## src/rtl/stopwatch_pkg.sv

```systemverilog
// Shared command and state encodings for the stopwatch time base.
package stopwatch_pkg;

  localparam logic [1:0] CMD_CLEAR = 2'b00;
  localparam logic [1:0] CMD_RUN   = 2'b01;
  localparam logic [1:0] CMD_HOLD  = 2'b10;
  localparam logic [1:0] CMD_LAP   = 2'b11;

  typedef enum logic [1:0] {
    ST_IDLE = 2'b00,
    ST_RUN  = 2'b01,
    ST_HOLD = 2'b10
  } state_t;

endpackage

```

## src/rtl/tick_prescaler.sv

```systemverilog
// Clock divider: counts 0..DIV-1 while ce is high, pulses tick_o on the wrapping cycle.
module tick_prescaler #(
  parameter int DIV = 10,
  localparam int PW = (DIV > 1) ? $clog2(DIV) : 1
) (
  input  logic clk,
  input  logic hard_reset,
  input  logic clr,
  input  logic ce,
  output logic tick_o
);

  logic [PW-1:0] r_cnt;

  // Combinational so the owner can update its fields on the very edge the count wraps.
  assign tick_o = ce && (r_cnt == PW'(DIV - 1));

  always_ff @(posedge clk) begin
    if (hard_reset || clr) begin
      r_cnt <= '0;
    end else if (ce) begin
      r_cnt <= tick_o ? '0 : r_cnt + PW'(1);
    end
  end

endmodule

```

## src/rtl/stopwatch_timer.sv

```systemverilog
// Stopwatch time base: run/hold/clear/lap command FSM over cascaded frac/sec/min fields.
module stopwatch_timer
  import stopwatch_pkg::*;
#(
  parameter int CLK_FREQ  = 50_000_000,
  parameter int TICK_FREQ = 100,
  parameter int MIN_MAX   = 59,
  parameter int SATURATE  = 0,
  localparam int DIV = CLK_FREQ / TICK_FREQ,
  localparam int FW  = $clog2(TICK_FREQ),
  localparam int MW  = $clog2(MIN_MAX + 1)
) (
  input  logic          clk,
  input  logic          hard_reset,
  input  logic [1:0]    en,
  output logic [FW-1:0] frac,
  output logic [5:0]    sec,
  output logic [MW-1:0] min,
  output logic [FW-1:0] lap_frac,
  output logic [5:0]    lap_sec,
  output logic [MW-1:0] lap_min,
  output logic          lap_valid,
  output logic          tick,
  output logic          ovf,
  output logic [1:0]    state
);

  state_t        r_state;
  logic [FW-1:0] r_frac;
  logic [5:0]    r_sec;
  logic [MW-1:0] r_min;
  logic [FW-1:0] r_lap_frac;
  logic [5:0]    r_lap_sec;
  logic [MW-1:0] r_lap_min;
  logic          r_lap_valid;
  logic          r_tick;
  logic          r_ovf;

  logic w_clr;
  logic w_ce;
  logic w_inc;
  logic w_at_max;

  assign w_clr    = (en == CMD_CLEAR);
  assign w_ce     = (r_state == ST_RUN);
  assign w_at_max = (r_frac == FW'(TICK_FREQ - 1)) && (r_sec == 6'd59) &&
                    (r_min == MW'(MIN_MAX));

  tick_prescaler #(.DIV(DIV)) u_prescaler (
    .clk        (clk),
    .hard_reset (hard_reset),
    .clr        (w_clr),
    .ce         (w_ce),
    .tick_o     (w_inc)
  );

  always_ff @(posedge clk) begin
    if (hard_reset) begin
      r_state     <= ST_IDLE;
      r_frac      <= '0;
      r_sec       <= '0;
      r_min       <= '0;
      r_lap_frac  <= '0;
      r_lap_sec   <= '0;
      r_lap_min   <= '0;
      r_lap_valid <= 1'b0;
      r_tick      <= 1'b0;
      r_ovf       <= 1'b0;
    end else begin
      r_tick <= 1'b0;
      case (en)
        CMD_CLEAR: begin
          r_state     <= ST_IDLE;
          r_frac      <= '0;
          r_sec       <= '0;
          r_min       <= '0;
          r_lap_frac  <= '0;
          r_lap_sec   <= '0;
          r_lap_min   <= '0;
          r_lap_valid <= 1'b0;
          r_ovf       <= 1'b0;
        end
        CMD_RUN:  r_state <= ST_RUN;
        CMD_HOLD: r_state <= ST_HOLD;
        CMD_LAP: begin
          // Non-blocking reads give the pre-increment value when a tick lands on this edge.
          r_lap_frac  <= r_frac;
          r_lap_sec   <= r_sec;
          r_lap_min   <= r_min;
          r_lap_valid <= 1'b1;
        end
      endcase

      if (!w_clr && w_inc) begin
        if (w_at_max) begin
          r_ovf <= 1'b1;
          if (SATURATE == 0) begin
            r_frac <= '0;
            r_sec  <= '0;
            r_min  <= '0;
            r_tick <= 1'b1;
          end
        end else begin
          r_tick <= 1'b1;
          if (r_frac == FW'(TICK_FREQ - 1)) begin
            r_frac <= '0;
            if (r_sec == 6'd59) begin
              r_sec <= '0;
              r_min <= r_min + MW'(1);
            end else begin
              r_sec <= r_sec + 6'd1;
            end
          end else begin
            r_frac <= r_frac + FW'(1);
          end
        end
      end
    end
  end

  assign frac      = r_frac;
  assign sec       = r_sec;
  assign min       = r_min;
  assign lap_frac  = r_lap_frac;
  assign lap_sec   = r_lap_sec;
  assign lap_min   = r_lap_min;
  assign lap_valid = r_lap_valid;
  assign tick      = r_tick;
  assign ovf       = r_ovf;
  assign state     = r_state;

endmodule

```

## config.mk

```make
export PLATFORM = sky130hd
export DESIGN_NAME = stopwatch_timer
export DESIGN_NICKNAME = d
export VERILOG_FILES = /design/src/rtl/stopwatch_pkg.sv /design/src/rtl/tick_prescaler.sv /design/src/rtl/stopwatch_timer.sv
export SDC_FILE = /design/constraint.sdc
export NUM_CORES = 1
export LEC_CHECK = 0
export ABC_CLOCK_PERIOD_IN_PS = 4400
export CAP_MARGIN = 10
export CORE_MARGIN = 1
export CORE_UTILIZATION = 40
export CTS_CLUSTER_SIZE = 12
export DETAILED_ROUTE_END_ITERATION = 7
export SLEW_MARGIN = 5
export SYNTH_ARGS = -nofsm -noshare
export SYNTH_HDL_FRONTEND = slang
export SYNTH_SLANG_ARGS = --single-unit
```

## constraint.sdc

```tcl
create_clock -name clk -period 4.4 [get_ports clk]
set_input_delay 0.66 -clock clk [delete_from_list [all_inputs] [get_ports clk]]
set_output_delay 0.66 -clock clk [all_outputs]
set_load 0.01 [all_outputs]
```

==> impl_metrics.toml, run 1 <==
[outcome]
status = "completed"

[worst_setup_path]
timing.rr.start = "u_prescaler.r_cnt[5]"
regToRegSetupSlack_ns = 2.05
critical_path_required_ns = 4.67
crit_chain = "clkdlybuf4s50_1 -> inv_1 -> ha_1 -> nor2b_1 -> a22oi_1 -> nor2_1"
slowest_delay_ns = 0.92
endpoint_kind = "flop"
cp_slowest_cell = "nor2b_1"
arrival_ns = 3.11
worstReg2RegEnd = "u_prescaler.r_cnt[18]"
crit_family = "simple AND/OR/NAND/NOR gates"
crit_buf_inv = 2
crit_path_start_kind = "input pin"
cp_max_fo = 27
ff2ff_path_depth = 5
critPathKind = "in2reg"

[die]
core_sq_um = 7290
rows = 31
start_util_pct = 41.5
io_pins = 47
die_area_sq_um = 7910
fp.dieH_microns = 88.9
die_w_microns = 88.9

[global_route]
track_usage_pct = 19.5
grt_pass1_vias = 2398
grt_start_max_net_pins = 28
antenna_found_initial = 0
grt_pass1_wl_mm = 11.8
grt-ovfl-total = 0

[hold_path]
whs_path_depth = 2
hold_start = "ovf"
hold_path.class = "reg2reg"
whs_endpoint = "ovf"

[sta]
setup_viol = 0
fmax_mhz = 352
final.setup.tns_ns = 0
period_minus_slack_ns = 2.84
finalWorstSetupSlack_ns = 1.56
clock_skew_ns = 0.00560
final-hold-violation-count = 0
grt_setup_unrepaired = "no"
maxSlewViolCount = 0
tightest_slew_ns = 1.01
min_period_over_period_pct = 64.5
relSlewSlack_pct = 32.7

[clock_network]
holdBufCountCts = 0
cts_root_buf = "clkbuf_8"
cts_setup_buffers = 0
cts.sinks = 62
tritoncts = "built"
cts_buffers = 9
cts_max_level = 3
insertion_delay_ns = 0.33
cts.repair.resized = 0
clkSlewWorstSetupHoldPaths_ns = 0.07
cts_buffer_depth = 2

[placed_design]
dp_slack_ns = 1.19
placed_cells = 489
placed_area_sq_um = 3550
post-dp-hpwl_mm = 5.16
io_buffer_count = 46
gp_congestion = 0.813

[finish]
area_delta_synth_final_pct = 23.1
antenna_cells = 0
ff_latch_area_sq_um = 1240
layout-drive-gt1-share_pct = 6.40
fin_cells = 505
multi_input_area_sq_um = 1660
n_fill_cell = 750
final_area_sq_um = 3720
nNetsFinal = 414

[drt]
vias_per_cell = 5.47
postRouteAntennaNets = 0
wl_met3_microns = 395
first_iter_violations = 135
wl_per_cell_microns = 14.8
first_pass_iters = 4
vias = 2763
wl_met1_mm = 3.81
finalWirelength_mm = 7.48
drc = 0
wl_met2_mm = 3.22
routed.top_layer = "met4"

[power_and_ir_drop]
power.density_nw_per_um2 = 279
peakVddDrop_uv = 117
power_leakage_nw = 1.22

[logic_synthesis]
synth-edff-count = 0
syn_area_sq_um = 3020
ys_top_cells_by_count = "dfxtp_1 (62), nor2_1 (51), nand2_1 (30), a21oi_1 (27), clkbuf_1 (16)"
yosys.area.top_type_share_pct = 41.1
ys_ff_latch = 62
synthCells = 360
synthArstFlopShare_pct = 0
synth.largest_area_cell = "dfxtp_1"
netlist_top_cells_area = "dfxtp_1 (41%), nor2_1 (6.3%), a21oi_1 (4.5%)"
syn_avg_cell_area_sq_um = 8.40
yosys_warnings = 0
syn-num-nets = 373
yosysSeqAreaShare_pct = 41.1
yosysMostFrequentCell = "dfxtp_1"
yosysUniqueCellTypes = 52
yosys_most_used_dff = "dfxtp_1"

[flow_run]
max-cap-violations = 0
flip-flops by register name, indices dropped and copies added (netlist names):
| register | count |
|---|---|
| sec | 6 |
| lap_frac | 7 |
| state | 2 |
| lap_min | 6 |
| u_prescaler.r_cnt | 19 |
| frac | 7 |
| lap_sec | 6 |
| ovf | 1 |
| tick | 1 |
| lap_valid | 1 |
| min | 6 |
power by group:
part	switching, mW	total, mW	internal (mW)
logic	0.0293	0.0420	0.0127
clock network	0.216	0.433	0.217
registers	0.00185	0.565	0.563
layout make-up:
class | instances | share of cell area [%]
clock inverter | 4 | 0.605
timing repair buffer | 50 | 13.2
inverter | 9 | 0.908
tap | 99 | 3.33
clock buffer | 12 | 3.90
sequential | 62 | 33.4
multi-input combinational | 269 | 44.7
metal layers:
layer	up-vias	GRT usage, %
li1	1406	-
met1	1287	27.7
met2	66	28.3
met3	4	3.88
met4	0	9.67
met5	-	0
per-stage QoR:
| step | hold slack (ns) | util, % | power [mW] |
|---|---|---|---|
| final | 0.466 | 51.0 | 1.04 |
| after global routing | 0.504 | 51.0 | 1.08 |
| after CTS | 0.469 | 51.0 | 1.05 |
| after detailed placement | 0.453 | 48.7 | 0.620 |
| after global placement | 0.447 | 48.7 | 0.619 |
| after floorplan | 0.449 | - | 0.605 |
cells in the final DEF, fill, tap and decap left out, drive strengths merged, types with 3 or more instances in the layout:
cell type      netlist  routed
dfxtp               62      62
nor2                51      51
clkdlybuf4s50        0      46
nand2               30      30
a21oi               27      27
nand3               14      14
nand4               14      14
a22oi               13      13
clkbuf              16      12
nor4                10      10
inv                  9       9
ha                   9       9
o21ai                9       9
o31ai                8       8
xnor2                7       7
mux2i                6       6
and3                 5       5
nor3                 5       5
and4b                4       4
and2                 4       4
and4                 4       4
or3                  4       4
xor2                 4       4
buf                  4       4
nand4b               3       3
nor2b                3       3
o2111ai              3       3
or4                  3       3
clkinv               0       3
or4b                 3       3
kinds of logic after synthesis:
| group | count (synthesis) | share of synthesized area, % |
|---|---|---|
| AO/OA/AOI/OAI | 77 | 16.9 |
| adder cells (fa/ha/maj) | 9 | 3.73 |
| AND/OR/NAND/NOR | 166 | 29.3 |
| flip-flops | 62 | 41.1 |
| multiplexers | 6 | 1.99 |
| buffers and inverters | 29 | 3.89 |
| XOR/XNOR | 11 | 3.19 |
worst min-delay path, stage by stage (launching register included):
cell     delay [ns]
dfxtp_1        0.33
nand2_1        0.05
o31ai_1        0.05
worst max-delay path by stage:
| stage | end | cells after the start | slack, ns | start |
|---|---|---|---|---|
| 3_5_place_dp | lap_frac[6] | 6 | 1.19 | en[0] |
| 2_1_floorplan | min[4] | 6 | 2.38 | en[0] |
| 6_report | lap_min[4] | 6 | 1.56 | en[0] |
| 3_3_place_gp | lap_min[3] | 6 | 1.28 | en[0] |
| 5_1_grt | lap_min[4] | 6 | 1.36 | en[0] |
| 4_1_cts | lap_frac[6] | 6 | 1.55 | en[0] |
(Power assumes the default switching activity.)
==> inputs of run 2 (changes only) <==
- ABC_CLOCK_PERIOD_IN_PS: 4400 -> 2700
- clock period: 4.4 -> 2.7 ns (I/O delays scaled with it)
==> run 2 against run 1 <==
Sequential power rose by 63%. Non-clock buffer count increased by 8. Critical path type is now reg2reg. First-iteration DRC count is 4.4% lower. Flip-flop and latch count is the same. Global-route usage is 1.3 points higher. Combinational power is 79% higher. Count of clock-buffer cells in the layout unchanged. Via count grew 3.0%. Hold slack got worse by 0.0020 ns. Sequential share of layout area down 0.42 points. Clock power is 59% higher. Routed wire length rose by 2.9%.
==> impl_metrics.toml, run 2 (synthesized netlist as in run 1, its figures left out) <==
[drt]
vias_per_cell = 5.57
vias = 2845
drc = 0
wl_per_cell_microns = 15.1
finalWirelength_mm = 7.70
first_pass_iters = 4
first_iter_violations = 129
postRouteAntennaNets = 0

[clock_network]
tritoncts = "built"
insertion_delay_ns = 0.34
cts_max_level = 3
cts_setup_buffers = 0
cts_buffer_depth = 2
holdBufCountCts = 0
cts_root_buf = "clkbuf_8"
cts.sinks = 62
clkSlewWorstSetupHoldPaths_ns = 0.06
cts.repair.resized = 0
cts_buffers = 9

[hold_path]
hold_start = "ovf"
hold_path.class = "reg2reg"

[global_route]
grt_pass1_vias = 2572
track_usage_pct = 20.9
grt_start_max_net_pins = 27
antenna_found_initial = 0
grt_pass1_wl_mm = 12.5
grt-ovfl-total = 0

[worst_setup_path]
endpoint_kind = "flop"
startpoint = "frac[2]"
arrival_ns = 2.40
cp_max_fo = 9
critical_path_required_ns = 2.95
slowest_delay_ns = 0.75
critPathKind = "reg2reg"
crit_family = "simple AND/OR/NAND/NOR gates"
crit_chain = "or4b_2 -> nor4_2 -> nand3_1 -> o31ai_1"
crit_path_start_kind = "flop"
timing.rr.start = "frac[2]"
crit_buf_inv = 0
cp_slowest_cell = "or4b_2"

[sta]
maxSlewViolCount = 0
holdWs_ns = 0.464
tightest_slew_ns = 0.645
fmax_mhz = 466
clock_skew_ns = 0.00928
relSlewSlack_pct = 56.4
finalWorstSetupSlack_ns = 0.556
min_period_over_period_pct = 79.4
grt_setup_unrepaired = "no"
final.setup.tns_ns = 0
setup_viol = 0
period_minus_slack_ns = 2.14
final-hold-violation-count = 0

[finish]
largest_reg_flops = 19
final_common_cell = "dfxtp_1"
final_cell_mix = "dfxtp_1 (62), nor2_1 (51), clkdlybuf4s50_1 (46)"
postLayoutCoreUtil_pct = 51.7
nNetsFinal = 422
final_area_sq_um = 3770
n_fill_cell = 718
fin_cells = 511
antenna_cells = 0
largest-register = "u_prescaler.r_cnt"
area_delta_synth_final_pct = 24.7
layout-drive-gt1-share_pct = 7.77

[die]
fp.dieH_microns = 88.9
die_w_microns = 88.9
rows = 31
core_sq_um = 7290
io_pins = 47
die_area_sq_um = 7910
start_util_pct = 41.5

[outcome]
status = "completed"

[placed_design]
dp_slack_ns = 0.249
io_buffer_count = 46
placed_area_sq_um = 3610
gp_congestion = 0.873
placed_cells = 497
post-dp-hpwl_mm = 5.38

[power_and_ir_drop]
p_total_mw = 1.68
power_leakage_nw = 1.26
peakVddDrop_uv = 247
power.density_nw_per_um2 = 447

[flow_run]
max-cap-violations = 0
-- run 2: report_power, final --
group          switching (mW)  leakage (nW)  total (mW)  internal [mW]
Combinational          0.0500         0.675      0.0751         0.0251
Clock                   0.343        0.0821       0.688          0.345
Sequential            0.00290         0.500       0.920          0.917
Total                   0.396          1.26        1.68           1.29
-- run 2: worst min-delay path, cell delays in order (launching register included) --
cell	delay [ns]
dfxtp_1	0.33
nand2_1	0.05
o31ai_1	0.05
-- run 2: path summary, 6_finish.rpt --
path	end	slack, ns	cells after the start
setup / recovery	ovf	0.56	4
hold / removal	ovf	0.46	2
setup reg to reg	ovf	0.56	4
hold reg to reg	ovf	0.46	2
-- run 2: per-layer routing --
| layer | vias up | global-route usage [%] | wire length, microns |
|---|---|---|---|
| met3 | 10 | 5.82 | 407 |
| met2 | 66 | 33.7 | 3480 |
| met1 | 1349 | 26.7 | 3730 |
| met4 | 0 | 7.79 | 85 |
| li1 | 1420 | - | - |
| met5 | - | 0 | 0 |
-- run 2: layout make-up --
type,instances,area (sq um),area share [%]
timing repair buffer,58,551,14.6
inverter,9,33.8,0.896
clock inverter,2,10.0,0.266
sequential,62,1240,32.9
tap,99,124,3.29
clock buffer,12,145,3.85
multi-input combinational,269,1660,44.2
